$ cat src/rtl/prog_loader_if.sv
// Byte-stream input and program-memory write port of the boot loader.
// The loader is the slave; the stream source / memory side is the master.
interface prog_loader_if #(
  parameter int WIDTH = 32
);
  logic             in_valid;
  logic [7:0]       in_data;
  logic             in_ready;
  logic             wen;
  logic [WIDTH-1:0] waddr;
  logic [WIDTH-1:0] wdata;

  modport slave (
    input  in_valid, in_data,
    output in_ready, wen, waddr, wdata
  );

  modport master (
    output in_valid, in_data,
    input  in_ready, wen, waddr, wdata
  );
endinterface

$ cat src/rtl/prog_loader.sv
// Boot-time instruction ROM writer: takes a little-endian word count followed by
// that many little-endian words and writes them to consecutive word addresses.
module prog_loader #(
  parameter int WIDTH    = 32,
  parameter int ROMDEPTH = 2048
) (
  input  logic         clock,
  input  logic         reset,
  prog_loader_if.slave bus,
  output logic         core_hold,
  output logic         done,
  output logic         error
);

  localparam int IDXW = $clog2(ROMDEPTH + 1);

  typedef enum logic [2:0] {
    HEADER,
    LOAD,
    FINISH,
    DONE,
    ERROR
  } state_t;

  state_t             r_state;
  state_t             w_nextState;
  logic [1:0]         r_byteCnt;
  logic [23:0]        r_asm;
  logic [WIDTH-1:0]   r_n;
  logic [IDXW-1:0]    r_wordIdx;
  logic               r_wen;
  logic [WIDTH-1:0]   r_waddr;
  logic [WIDTH-1:0]   r_wdata;
  logic               r_coreHold;
  logic               r_done;
  logic               r_error;

  logic               w_ready;
  logic               w_accept;
  logic               w_fieldDone;
  logic [WIDTH-1:0]   w_word;
  logic               w_lastWord;

  // The top byte of a field is never stored; it is merged straight from the bus.
  assign w_word      = {bus.in_data, r_asm};
  assign w_ready     = (r_state == HEADER) || (r_state == LOAD);
  assign w_accept    = bus.in_valid && w_ready;
  assign w_fieldDone = w_accept && (r_byteCnt == 2'd3);
  assign w_lastWord  = ({{(WIDTH-IDXW){1'b0}}, r_wordIdx} == (r_n - WIDTH'(1)));

  always_ff @(posedge clock) begin
    if (reset) begin
      r_state <= HEADER;
    end else begin
      r_state <= w_nextState;
    end
  end

  always_comb begin
    w_nextState = r_state;
    case (r_state)
      HEADER: begin
        if (w_fieldDone) begin
          if (w_word == '0) begin
            w_nextState = FINISH;
          end else if (w_word > WIDTH'(ROMDEPTH)) begin
            w_nextState = ERROR;
          end else begin
            w_nextState = LOAD;
          end
        end
      end
      LOAD: begin
        if (w_fieldDone && w_lastWord) begin
          w_nextState = FINISH;
        end
      end
      FINISH:  w_nextState = DONE;
      DONE:    w_nextState = DONE;
      ERROR:   w_nextState = ERROR;
      default: w_nextState = HEADER;
    endcase
  end

  always_ff @(posedge clock) begin
    if (reset) begin
      r_byteCnt  <= '0;
      r_asm      <= '0;
      r_n        <= '0;
      r_wordIdx  <= '0;
      r_wen      <= 1'b0;
      r_waddr    <= '0;
      r_wdata    <= '0;
      r_coreHold <= 1'b1;
      r_done     <= 1'b0;
      r_error    <= 1'b0;
    end else begin
      r_wen <= 1'b0;
      if (w_accept) begin
        r_byteCnt <= r_byteCnt + 2'd1;
        case (r_byteCnt)
          2'd0:    r_asm[7:0]   <= bus.in_data;
          2'd1:    r_asm[15:8]  <= bus.in_data;
          2'd2:    r_asm[23:16] <= bus.in_data;
          default: r_asm        <= r_asm;
        endcase
      end
      if ((r_state == HEADER) && w_fieldDone) begin
        r_n <= w_word;
      end
      if ((r_state == LOAD) && w_fieldDone) begin
        r_wen     <= 1'b1;
        r_waddr   <= {{(WIDTH-IDXW-2){1'b0}}, r_wordIdx, 2'b00};
        r_wdata   <= w_word;
        r_wordIdx <= r_wordIdx + IDXW'(1);
      end
      // FINISH exists so the last write strobe completes before the core is released.
      if (r_state == FINISH) begin
        r_done     <= 1'b1;
        r_coreHold <= 1'b0;
      end
      if ((r_state == HEADER) && (w_nextState == ERROR)) begin
        r_error <= 1'b1;
      end
    end
  end

  assign bus.in_ready = w_ready;
  assign bus.wen      = r_wen;
  assign bus.waddr    = r_waddr;
  assign bus.wdata    = r_wdata;
  assign core_hold    = r_coreHold;
  assign done         = r_done;
  assign error        = r_error;

endmodule

$ cat src/flat_wrapper.sv
// flat-port wrapper written by rule: the top's interface ports become plain ports
module prog_loader_flat 
#(
  parameter int WIDTH    = 32,
  parameter int ROMDEPTH = 2048
)
  (clock, reset, core_hold, done, error, bus_in_valid, bus_in_data, bus_in_ready, bus_wen, bus_waddr, bus_wdata);
  prog_loader_if #(.WIDTH(WIDTH)) bus_i ();
  input  logic clock;
  input  logic reset;
  output logic core_hold;
  output logic done;
  output logic error;
  input wire logic [$bits(bus_i.in_valid)-1:0] bus_in_valid;
  input wire logic [$bits(bus_i.in_data)-1:0] bus_in_data;
  output wire logic [$bits(bus_i.in_ready)-1:0] bus_in_ready;
  output wire logic [$bits(bus_i.wen)-1:0] bus_wen;
  output wire logic [$bits(bus_i.waddr)-1:0] bus_waddr;
  output wire logic [$bits(bus_i.wdata)-1:0] bus_wdata;
  assign bus_i.in_valid = bus_in_valid;
  assign bus_i.in_data = bus_in_data;
  assign bus_in_ready = bus_i.in_ready;
  assign bus_wen = bus_i.wen;
  assign bus_waddr = bus_i.waddr;
  assign bus_wdata = bus_i.wdata;
  prog_loader #(.WIDTH(WIDTH), .ROMDEPTH(ROMDEPTH)) u_core (.clock(clock), .reset(reset), .bus(bus_i), .core_hold(core_hold), .done(done), .error(error));
endmodule
$ cat config.mk
export PLATFORM = sky130hd
export DESIGN_NAME = prog_loader_flat
export DESIGN_NICKNAME = d
export VERILOG_FILES = /design/src/rtl/prog_loader_if.sv /design/src/rtl/prog_loader.sv /design/src/flat_wrapper.sv
export SDC_FILE = /design/constraint.sdc
export NUM_CORES = 1
export LEC_CHECK = 0
export ABC_AREA = 1
export CORE_ASPECT_RATIO = 1.25
export CORE_MARGIN = 2
export CORE_UTILIZATION = 23
export CTS_BUF_LIST = sky130_fd_sc_hd__clkbuf_4 sky130_fd_sc_hd__clkbuf_8
export CTS_CLUSTER_DIAMETER = 30
export DETAILED_ROUTE_END_ITERATION = 8
export PLACE_DENSITY = 0.43
export SLEW_MARGIN = 20
export SYNTH_ARGS = -nofsm -noshare
export SYNTH_HDL_FRONTEND = slang
export SYNTH_SLANG_ARGS = --single-unit
$ cat constraint.sdc
create_clock -name clock -period 5.7 [get_ports clock]
set_input_delay 0.57 -clock clock [delete_from_list [all_inputs] [get_ports clock]]
set_output_delay 0.57 -clock clock [all_outputs]
set_load 0.01 [all_outputs]
==> results of run 1 <==
power by group:
part | leakage (nW) | internal [mW] | switching, mW
logic | 1.59 | 0.0943 | 0.203
registers | 0.978 | 0.863 | 0.0182
clock network | 0.204 | 0.477 | 0.341
total | 2.77 | 1.43 | 0.562
per-layer routing:
metal,track usage [%],up-vias
li1,-,2785
met1,17.0,2372
met2,23.8,87
met3,2.35,14
met4,3.96,0
met5,0,-
cell type report:
class | count | area share [%]
clock buffer | 23 | 4.27
tap | 330 | 5.91
clock inverter | 7 | 1.68
timing repair buffer | 62 | 8.71
sequential | 121 | 34.7
multi-input combinational | 610 | 40.6
inverter | 76 | 4.09
cells in the final DEF (no fill, tap or decap), types with 2 or more instances in the layout:
master and n:
buf_4 3, nor2_4 5, nand2_1 205, dfxtp_1 121
xnor2_1 6, nand4_1 11, inv_1 75, nand3_2 2
clkbuf_8 20, bufinv_16 3, a21oi_1 114, xor2_1 5
clkbuf_4 3, clkdlybuf4s50_1 58, nor2_2 3, nor3_1 8
conb_1 20, nor2_1 90, nor4_1 6, o21ai_0 69
ha_1 6, nand3_1 51, nand2_4 2, clkinvlp_4 3
critical path, stage by stage:
cell and delay (ns):
clkdlybuf4s50_1 0.50, nand2_4 0.08, nor2_4 0.13, inv_1 0.05
nor2_1 0.70, inv_1 0.09, buf_4 0.31, o21ai_0 0.40
a21oi_1 0.07
state kept, by name, indices dropped and copies added, names as in the netlist, 2 cells and up:
signal,flops
u_core.bus.wdata,32
u_core.r_n,32
u_core.r_asm,24
u_core.bus.waddr,12
u_core.r_wordIdx,12
u_core.r_state,3
u_core.r_byteCnt,2
cells by family after synthesis:
family,count (synthesis),synth area share [%]
adders and majority gates,6,1.30
and+or+nand+nor,386,28.6
other,1,0.0651
DFF,121,42.1
xor gates and xnor gates,11,1.67
buffers and inverters,130,9.87
AOI/OAI and AO/OA,187,16.4
final timing paths:
kind | from | end | slack, ns | depth (start not counted)
setup reg to reg | u_core.r_n[0]$_SDFFE_PP0P_ | u_core.r_state[0]$_SDFF_PP0_ | 3.10 | 13
setup / recovery | bus_in_valid | u_core.r_n[7]$_SDFFE_PP0P_ | 3.09 | 9
hold reg to reg | u_core.core_hold$_SDFFE_PP1N_ | u_core.core_hold$_SDFFE_PP1N_ | 0.45 | 2
hold / removal | u_core.core_hold$_SDFFE_PP1N_ | u_core.core_hold$_SDFFE_PP1N_ | 0.45 | 2
per-stage QoR:
step	power, mW	cells	hold WS [ns]
floorplan	1.12	861	0.441
global placement	1.20	1199	0.439
detailed placement	1.20	1199	0.448
CTS	2.02	1229	0.460
global route	2.11	1229	0.476
finish	2.00	1229	0.455
==> flow_summary.json, run 1 <==
{
  "synth_area_leader_cell": "dfxtp_1",
  "arrival_ns": 2.91,
  "finalSetupViolations": 0,
  "start_kind": "input port",
  "place_congestion": 0.841,
  "tightest_slew_ns": 0.933,
  "synth_top_area_share_pct": 42.1,
  "routed_via_density": 4.28,
  "layout-drive-gt1-share_pct": 5.34,
  "port_buffers": 59,
  "die_w_um": 146,
  "utilization_pct": 28.5,
  "cts_made_buffers": 17,
  "skew_ns": 0.0116,
  "ys_seq_area_share_pct": 42.1,
  "dieHeight_um": 181,
  "wirelength_mm": 17.4,
  "multi_input_area_um2": 2840,
  "n_antenna_cell": 0,
  "drc": 0,
  "post-dp-hpwl_mm": 12.9,
  "postSynthCellCount": 842,
  "status": "finished clean",
  "min_period_ns": 2.61,
  "wl_met2_mm": 8.56,
  "grt_max_degree": 62,
  "synth-edff-count": 0,
  "final_antenna_net_count": 0,
  "critPathKind": "input port to flop",
  "yosysMostFrequentCell": "nand2_1",
  "cp_data_required_time_ns": 6.00,
  "power.leakage_nw": 2.77,
  "drv_slew": 0,
  "timing.fmax_mhz": 384,
  "setup_ws_ns": 3.09,
  "design_area_um2": 6980,
  "rsz0062_at_grt": "false",
  "clk_latency_ns": 0.44,
  "p_per_area_nw_per_um2": 286,
  "regArea_um2": 2420,
  "ctsResizeCount": 0,
  "drt_iter0_markers": 236,
  "synthFlopType": "dfxtp_1",
  "end_kind": "flop",
  "antenna_found_initial": 0,
  "routed.top_layer": "met4",
  "cts_max_level": 4,
  "drt_first_pass_iters": 4,
  "min_path_type": "flop to flop",
  "async_flop_share_pct": 0,
  "yosysUniqueCellTypes": 29,
  "die_area_um2": 26300,
  "wl_met1_mm": 8.07,
  "synthTopCellsByCount": "205 x nand2_1, 121 x dfxtp_1, 114 x a21oi_1",
  "clk_path_buf_depth": 2,
  "fp-row-count": 64,
  "synth_area_leaders": "dfxtp_1 42%, nand2_1 13%, a21oi_1 9.9%",
  "cts_tree": "built",
  "clk_pin_slew_ns": 0.07,
  "overflow": 0,
  "io_pins": 80,
  "post_cts_buffers": 0,
  "core_area_um2": 24500,
  "cts_root_buf": "clkbuf_8",
  "via_count": 5258,
  "wl_per_cell_um": 14.1,
  "synth_seq_cells": 121,
  "pre_cts_ws_ns": 2.65,
  "dpl_cell_area_um2": 6570,
  "cts-hold-fix-buffers": 0,
  "initial_core_util_pct": 23.5,
  "timing.final.hold_violations": 0,
  "syn_area_um2": 5760,
  "clkSinkCount": 121,
  "drv_cap": 0,
  "grt_usage_pct": 13.5,
  "wl_met3_um": 428,
  "nFillCells": 2791,
  "crit_fanout": 52,
  "slew_headroom_pct": 37.6,
  "grt_pass1_vias": 5135,
  "fin_nets": 905,
  "grt_pass1_wl_mm": 28.3,
  "ys_warn_count": 0,
  "synth.avg_cell_area_um2": 6.84,
  "fin_crit_sh_pct": 45.7,
  "tns_ns": 0,
  "syn_to_final_growth_pct": 21.3,
  "ir_drop_uv": 128
}
No activity file was read; power rests on OpenSTA's default activity.
==> inputs of run 2 (changes only) <==
==> constraint.sdc (replaced) <==
create_clock -name clock -period 2.5 [get_ports clock]
set_input_delay 0.25 -clock clock [delete_from_list [all_inputs] [get_ports clock]]
set_output_delay 0.25 -clock clock [all_outputs]
set_load 0.01 [all_outputs]
==> flow_summary.json, run 2 (synthesis results as in run 1) <==
{
  "end_kind": "flop",
  "die_area_um2": 26300,
  "dieHeight_um": 181,
  "seqPwrFrac_pct": 41.0,
  "clk_path_buf_depth": 2,
  "drt_first_pass_iters": 4,
  "fin_nets": 926,
  "syn_to_final_growth_pct": 25.7,
  "crit_fanout": 11,
  "fin_crit_sh_pct": 86.4,
  "wl_per_cell_um": 14.5,
  "grt_usage_pct": 13.8,
  "pwr-share-comb_pct": 14.5,
  "clk_latency_ns": 0.45,
  "cts-hold-fix-buffers": 0,
  "tns_ns": 0,
  "power.leakage_nw": 2.91,
  "die_w_um": 146,
  "drc": 0,
  "ir_drop_uv": 305,
  "min_path_type": "input port to flop",
  "grt_pass1_wl_mm": 28.5,
  "final_antenna_net_count": 0,
  "tightest_slew_ns": 0.807,
  "overflow": 0,
  "arrival_ns": 2.46,
  "drt_iter0_markers": 261,
  "p_per_area_nw_per_um2": 678,
  "hold_slack_ns": 0.440,
  "utilization_pct": 29.5,
  "sw_frac_of_total_pct": 28.3,
  "cts_made_buffers": 17,
  "critPathKind": "flop to flop",
  "clk_pin_slew_ns": 0.08,
  "ctsResizeCount": 0,
  "io_pins": 80,
  "p_sw_mw": 1.39,
  "fp-row-count": 64,
  "slew_headroom_pct": 46.2,
  "timing.fmax_mhz": 463,
  "final_cells": 1252,
  "clkPwrFrac_pct": 44.5,
  "port_buffers": 59,
  "antenna_found_initial": 0,
  "place_congestion": 0.882,
  "min_period_ns": 2.16,
  "n_antenna_cell": 0,
  "wirelength_mm": 18.1,
  "cts_root_buf": "clkbuf_8",
  "layout_common_cells": "205 x nand2_1, 121 x dfxtp_1, 114 x a21oi_1, 90 x nor2_1, 76 x inv_1",
  "final_common_cell": "nand2_1",
  "rsz0062_at_grt": "false",
  "power.total_mw": 4.91,
  "status": "finished clean",
  "cp_data_required_time_ns": 2.80,
  "post_cts_buffers": 0,
  "core_area_um2": 24500,
  "start_kind": "flop",
  "layout-drive-gt1-share_pct": 7.59,
  "cts_max_level": 4,
  "post-dp-hpwl_mm": 13.7,
  "clkSinkCount": 121,
  "initial_core_util_pct": 23.5,
  "dpl.cell_count": 1220,
  "cts_tree": "built",
  "routed_via_density": 4.36,
  "p_int_mw": 3.52,
  "drv_cap": 0,
  "drv_slew": 0,
  "via_count": 5454,
  "finalSetupViolations": 0,
  "grt_max_degree": 61,
  "grt_pass1_vias": 5139,
  "skew_ns": 0.00876,
  "timing.final.hold_violations": 0
}
## run 2: critical path, stage by stage (launching register included)
cell	delay, ns
dfxtp_1	0.32
inv_1	0.11
ha_1	0.27
nand2_1	0.15
nor2_1	0.12
buf_4	0.18
nand3_1	0.11
nand3_1	0.10
nand2_1	0.05
nor2_1	0.13
nand3_1	0.09
nor2_1	0.19
nand2_1	0.08
nand2_1	0.06
a21oi_1	0.05
## run 2: layer usage
layer | track usage, % | up-vias | part of all wire [%]
met4 | 4.00 | 0 | 1.1
met3 | 2.35 | 12 | 2.8
met1 | 16.9 | 2511 | 45
met2 | 24.8 | 92 | 51
li1 | - | 2839 | -
met5 | 0 | - | 0
## run 2: layout make-up
class	count	area, um2
Inverter	76	285
Clock inverter	14	246
Multi-Input combinational cell	610	2840
Timing Repair Buffer	83	791
Clock buffer	18	241
Tap cell	330	413
Sequential cell	121	2420
Fill cell	2758	17300
## run 2: power groups by stage
stage	Clock, mW	Sequential, mW	Combinational [mW]
2_1_floorplan	0	2.04	0.521
3_3_place_gp	0	2.05	0.724
3_5_place_dp	0	2.05	0.718
4_1_cts	2.24	2.01	0.720
5_1_grt	2.32	2.01	0.809
6_report	2.18	2.01	0.713
## run 2: worst paths after layout
| path | startpoint | endpoint | slack (ns) | cells after the start |
|---|---|---|---|---|
| min reg2reg | u_core.core_hold$_SDFFE_PP1N_ | u_core.core_hold$_SDFFE_PP1N_ | 0.45 | 2 |
| max | u_core.r_n[0]$_SDFFE_PP0P_ | u_core.r_state[0]$_SDFF_PP0_ | 0.34 | 14 |
| min | reset | u_core.bus.wen$_SDFF_PP0_ | 0.44 | 3 |
| max reg2reg | u_core.r_n[0]$_SDFFE_PP0P_ | u_core.r_state[0]$_SDFF_PP0_ | 0.34 | 14 |
## run 2: through the flow
| stage | instance area (um2) | setup slack [ns] |
|---|---|---|
| 2_1_floorplan | 5830 | 0.669 |
| 3_3_place_gp | 6750 | 0.341 |
| 3_5_place_dp | 6750 | 0.326 |
| 4_1_cts | 7240 | 0.330 |
| 5_1_grt | 7240 | 0.0596 |
| 6_report | 7240 | 0.341 |
==> inputs of run 3 (changes only) <==
==> constraint.sdc (replaced) <==
create_clock -name clock -period 2.5 [get_ports clock]
set_input_delay 0.375 -clock clock [delete_from_list [all_inputs] [get_ports clock]]
set_output_delay 0.375 -clock clock [all_outputs]
set_load 0.01 [all_outputs]
==> flow_summary.json, run 3 (synthesis results as in run 1) <==
{
  "drv_slew": 0,
  "layout-drive-gt1-share_pct": 7.91,
  "layout_common_cells": "205 x nand2_1, 121 x dfxtp_1, 114 x a21oi_1, 89 x nor2_1, 76 x inv_1",
  "reg2reg_slack_ns": 0.25,
  "cts-hold-fix-buffers": 0,
  "timing.rr.end": "u_core.r_state[0]$_SDFF_PP0_",
  "syn_to_final_growth_pct": 25.6,
  "setup_ws_ns": 0.246,
  "status": "finished clean",
  "critPathKind": "flop to flop",
  "rsz0062_at_grt": "false",
  "hold_slack_ns": 0.457,
  "drt_first_pass_iters": 5,
  "cp_data_required_time_ns": 2.80,
  "fin_crit_sh_pct": 90.1,
  "finalSetupViolations": 0,
  "core_area_um2": 24500,
  "overflow": 0,
  "cts_tree": "built",
  "n_antenna_cell": 0,
  "via_count": 5490,
  "power.total_mw": 4.83,
  "pre_cts_ws_ns": 0.177,
  "min_period_ns": 2.25,
  "drv_cap": 0,
  "cts_root_buf": "clkbuf_8",
  "cpPeakStageDelay_ns": 0.32,
  "grt_pass1_wl_mm": 28.9,
  "nFillCells": 2776,
  "end_kind": "flop",
  "drt_iter0_markers": 272,
  "drc": 0,
  "rr_worst_depth": 14,
  "arrival_ns": 2.55,
  "skew_ns": 0.0108,
  "tightest_slew_ns": 0.682,
  "wl_per_cell_um": 14.5,
  "multi_input_area_um2": 2850,
  "clk_latency_ns": 0.44,
  "place_congestion": 0.886,
  "cts_max_level": 4,
  "antenna_found_initial": 0,
  "min_from": "u_core.core_hold$_SDFFE_PP1N_",
  "routed_via_density": 4.38,
  "p_per_area_nw_per_um2": 667,
  "fp-row-count": 64,
  "cts_made_buffers": 17,
  "holdPathStages": 2,
  "crit_top_cell": "nand2_1",
  "slew_headroom_pct": 54.6,
  "min_path_type": "flop to flop",
  "path_buf_inv": 2,
  "power.leakage_nw": 2.91,
  "tns_ns": 0,
  "dieHeight_um": 181,
  "port_buffers": 59,
  "path_cells": "inv_1 > ha_2 > nand2_1 > nor2_1 > buf_4 > nand3_1 > nand3_1 > nand2_1 > nor2_1 > nand3_1 > nor2_2 > nand2_1 > nand2_1 > a21oi_1",
  "crit_fanout": 11,
  "grt_pass1_vias": 5365,
  "die_w_um": 146,
  "clk_pin_slew_ns": 0.07,
  "fin_nets": 927,
  "clk_path_buf_depth": 2,
  "timing.fmax_mhz": 444,
  "final_antenna_net_count": 0,
  "final_common_cell": "nand2_1",
  "regArea_um2": 2420,
  "die_area_um2": 26300,
  "clkSinkCount": 121,
  "ir_drop_uv": 300,
  "timing.final.hold_violations": 0,
  "hold_end": "u_core.core_hold$_SDFFE_PP1N_",
  "grt_usage_pct": 14.0,
  "crit_family": "simple AND/OR/NAND/NOR gates",
  "io_pins": 80,
  "post-dp-hpwl_mm": 13.7,
  "initial_core_util_pct": 23.5,
  "wirelength_mm": 18.1,
  "start_kind": "flop",
  "r2r-start": "u_core.r_n[0]$_SDFFE_PP0P_",
  "grt_max_degree": 61,
  "post_cts_buffers": 0,
  "cp_slowest_cell": "dfxtp_1"
}
==> run 3: changes by cell type in the layout (fill, tap and decap cells not counted), sizes merged <==
cell	before	now
bufinv	6	5
clkbuf	18	20
clkinvlp	2	1
buf	25	26
==> run 3: what timing repair did <==
| item | 4_1_cts | 5_1_grt |
|---|---|---|
| endpoints found under the hold margin | 0 | 0 |
| resized for setup | 0 | 3 |
| endpoints found under the setup margin | 0 | 2 |
==> run 3: cell type report <==
class | instances | share of cell area, %
multi-input cells | 610 | 39.4
flip-flops and latches | 121 | 33.5
repair buffers | 84 | 11.0
well taps | 330 | 5.71
inverters | 76 | 3.95
clock buffers | 20 | 3.72
clock inverters | 12 | 2.70
==> run 3: worst max-delay path by stage <==
| stage | startpoint | end | slack (ns) | cells past startpoint |
|---|---|---|---|---|
| 6_report | u_core.r_n[0]$_SDFFE_PP0P_ | u_core.r_state[0]$_SDFF_PP0_ | 0.25 | 14 |
| 5_1_grt | u_core.r_n[0]$_SDFFE_PP0P_ | u_core.r_state[0]$_SDFF_PP0_ | 0.008 | 14 |
| 4_1_cts | u_core.r_n[0]$_SDFFE_PP0P_ | u_core.r_state[0]$_SDFF_PP0_ | 0.16 | 13 |
| 3_5_place_dp | u_core.r_n[0]$_SDFFE_PP0P_ | u_core.r_state[0]$_SDFF_PP0_ | 0.18 | 13 |
| 3_3_place_gp | u_core.r_n[0]$_SDFFE_PP0P_ | u_core.r_state[0]$_SDFF_PP0_ | 0.17 | 13 |
| 2_1_floorplan | u_core.r_n[0]$_SDFFE_PP0P_ | u_core.r_state[0]$_SDFF_PP0_ | 0.67 | 12 |
==> run 3: metrics by stage <==
stage	instance area, um2	util (%)	cells
CTS	7220	29.5	1253
global route	7230	29.5	1253
detailed placement	6760	27.6	1221
floorplan	5830	-	861
finish	7230	29.5	1253
global placement	6760	27.6	1221
==> run 3: worst min-delay path: stages (launching register included) <==
cell	delay, ns
dfxtp_1	0.32
nand2_1	0.06
nand2_1	0.04
==> run 3: where the power goes <==
group	internal (mW)	leakage [nW]	switching, mW
logic	0.252	1.70	0.478
registers	1.97	0.978	0.0419
clock network	1.25	0.236	0.837
total	3.47	2.91	1.36
==> run 3: per-layer routing <==
layer / global-route usage [%] / share of wire (%) / up-vias
met5: 0 / 0 / -
met4: 5.92 / 2.2 / 0
met3: 2.50 / 2.9 / 28
met2: 25.2 / 51 / 99
met1: 16.4 / 44 / 2521
li1: - / - / 2842
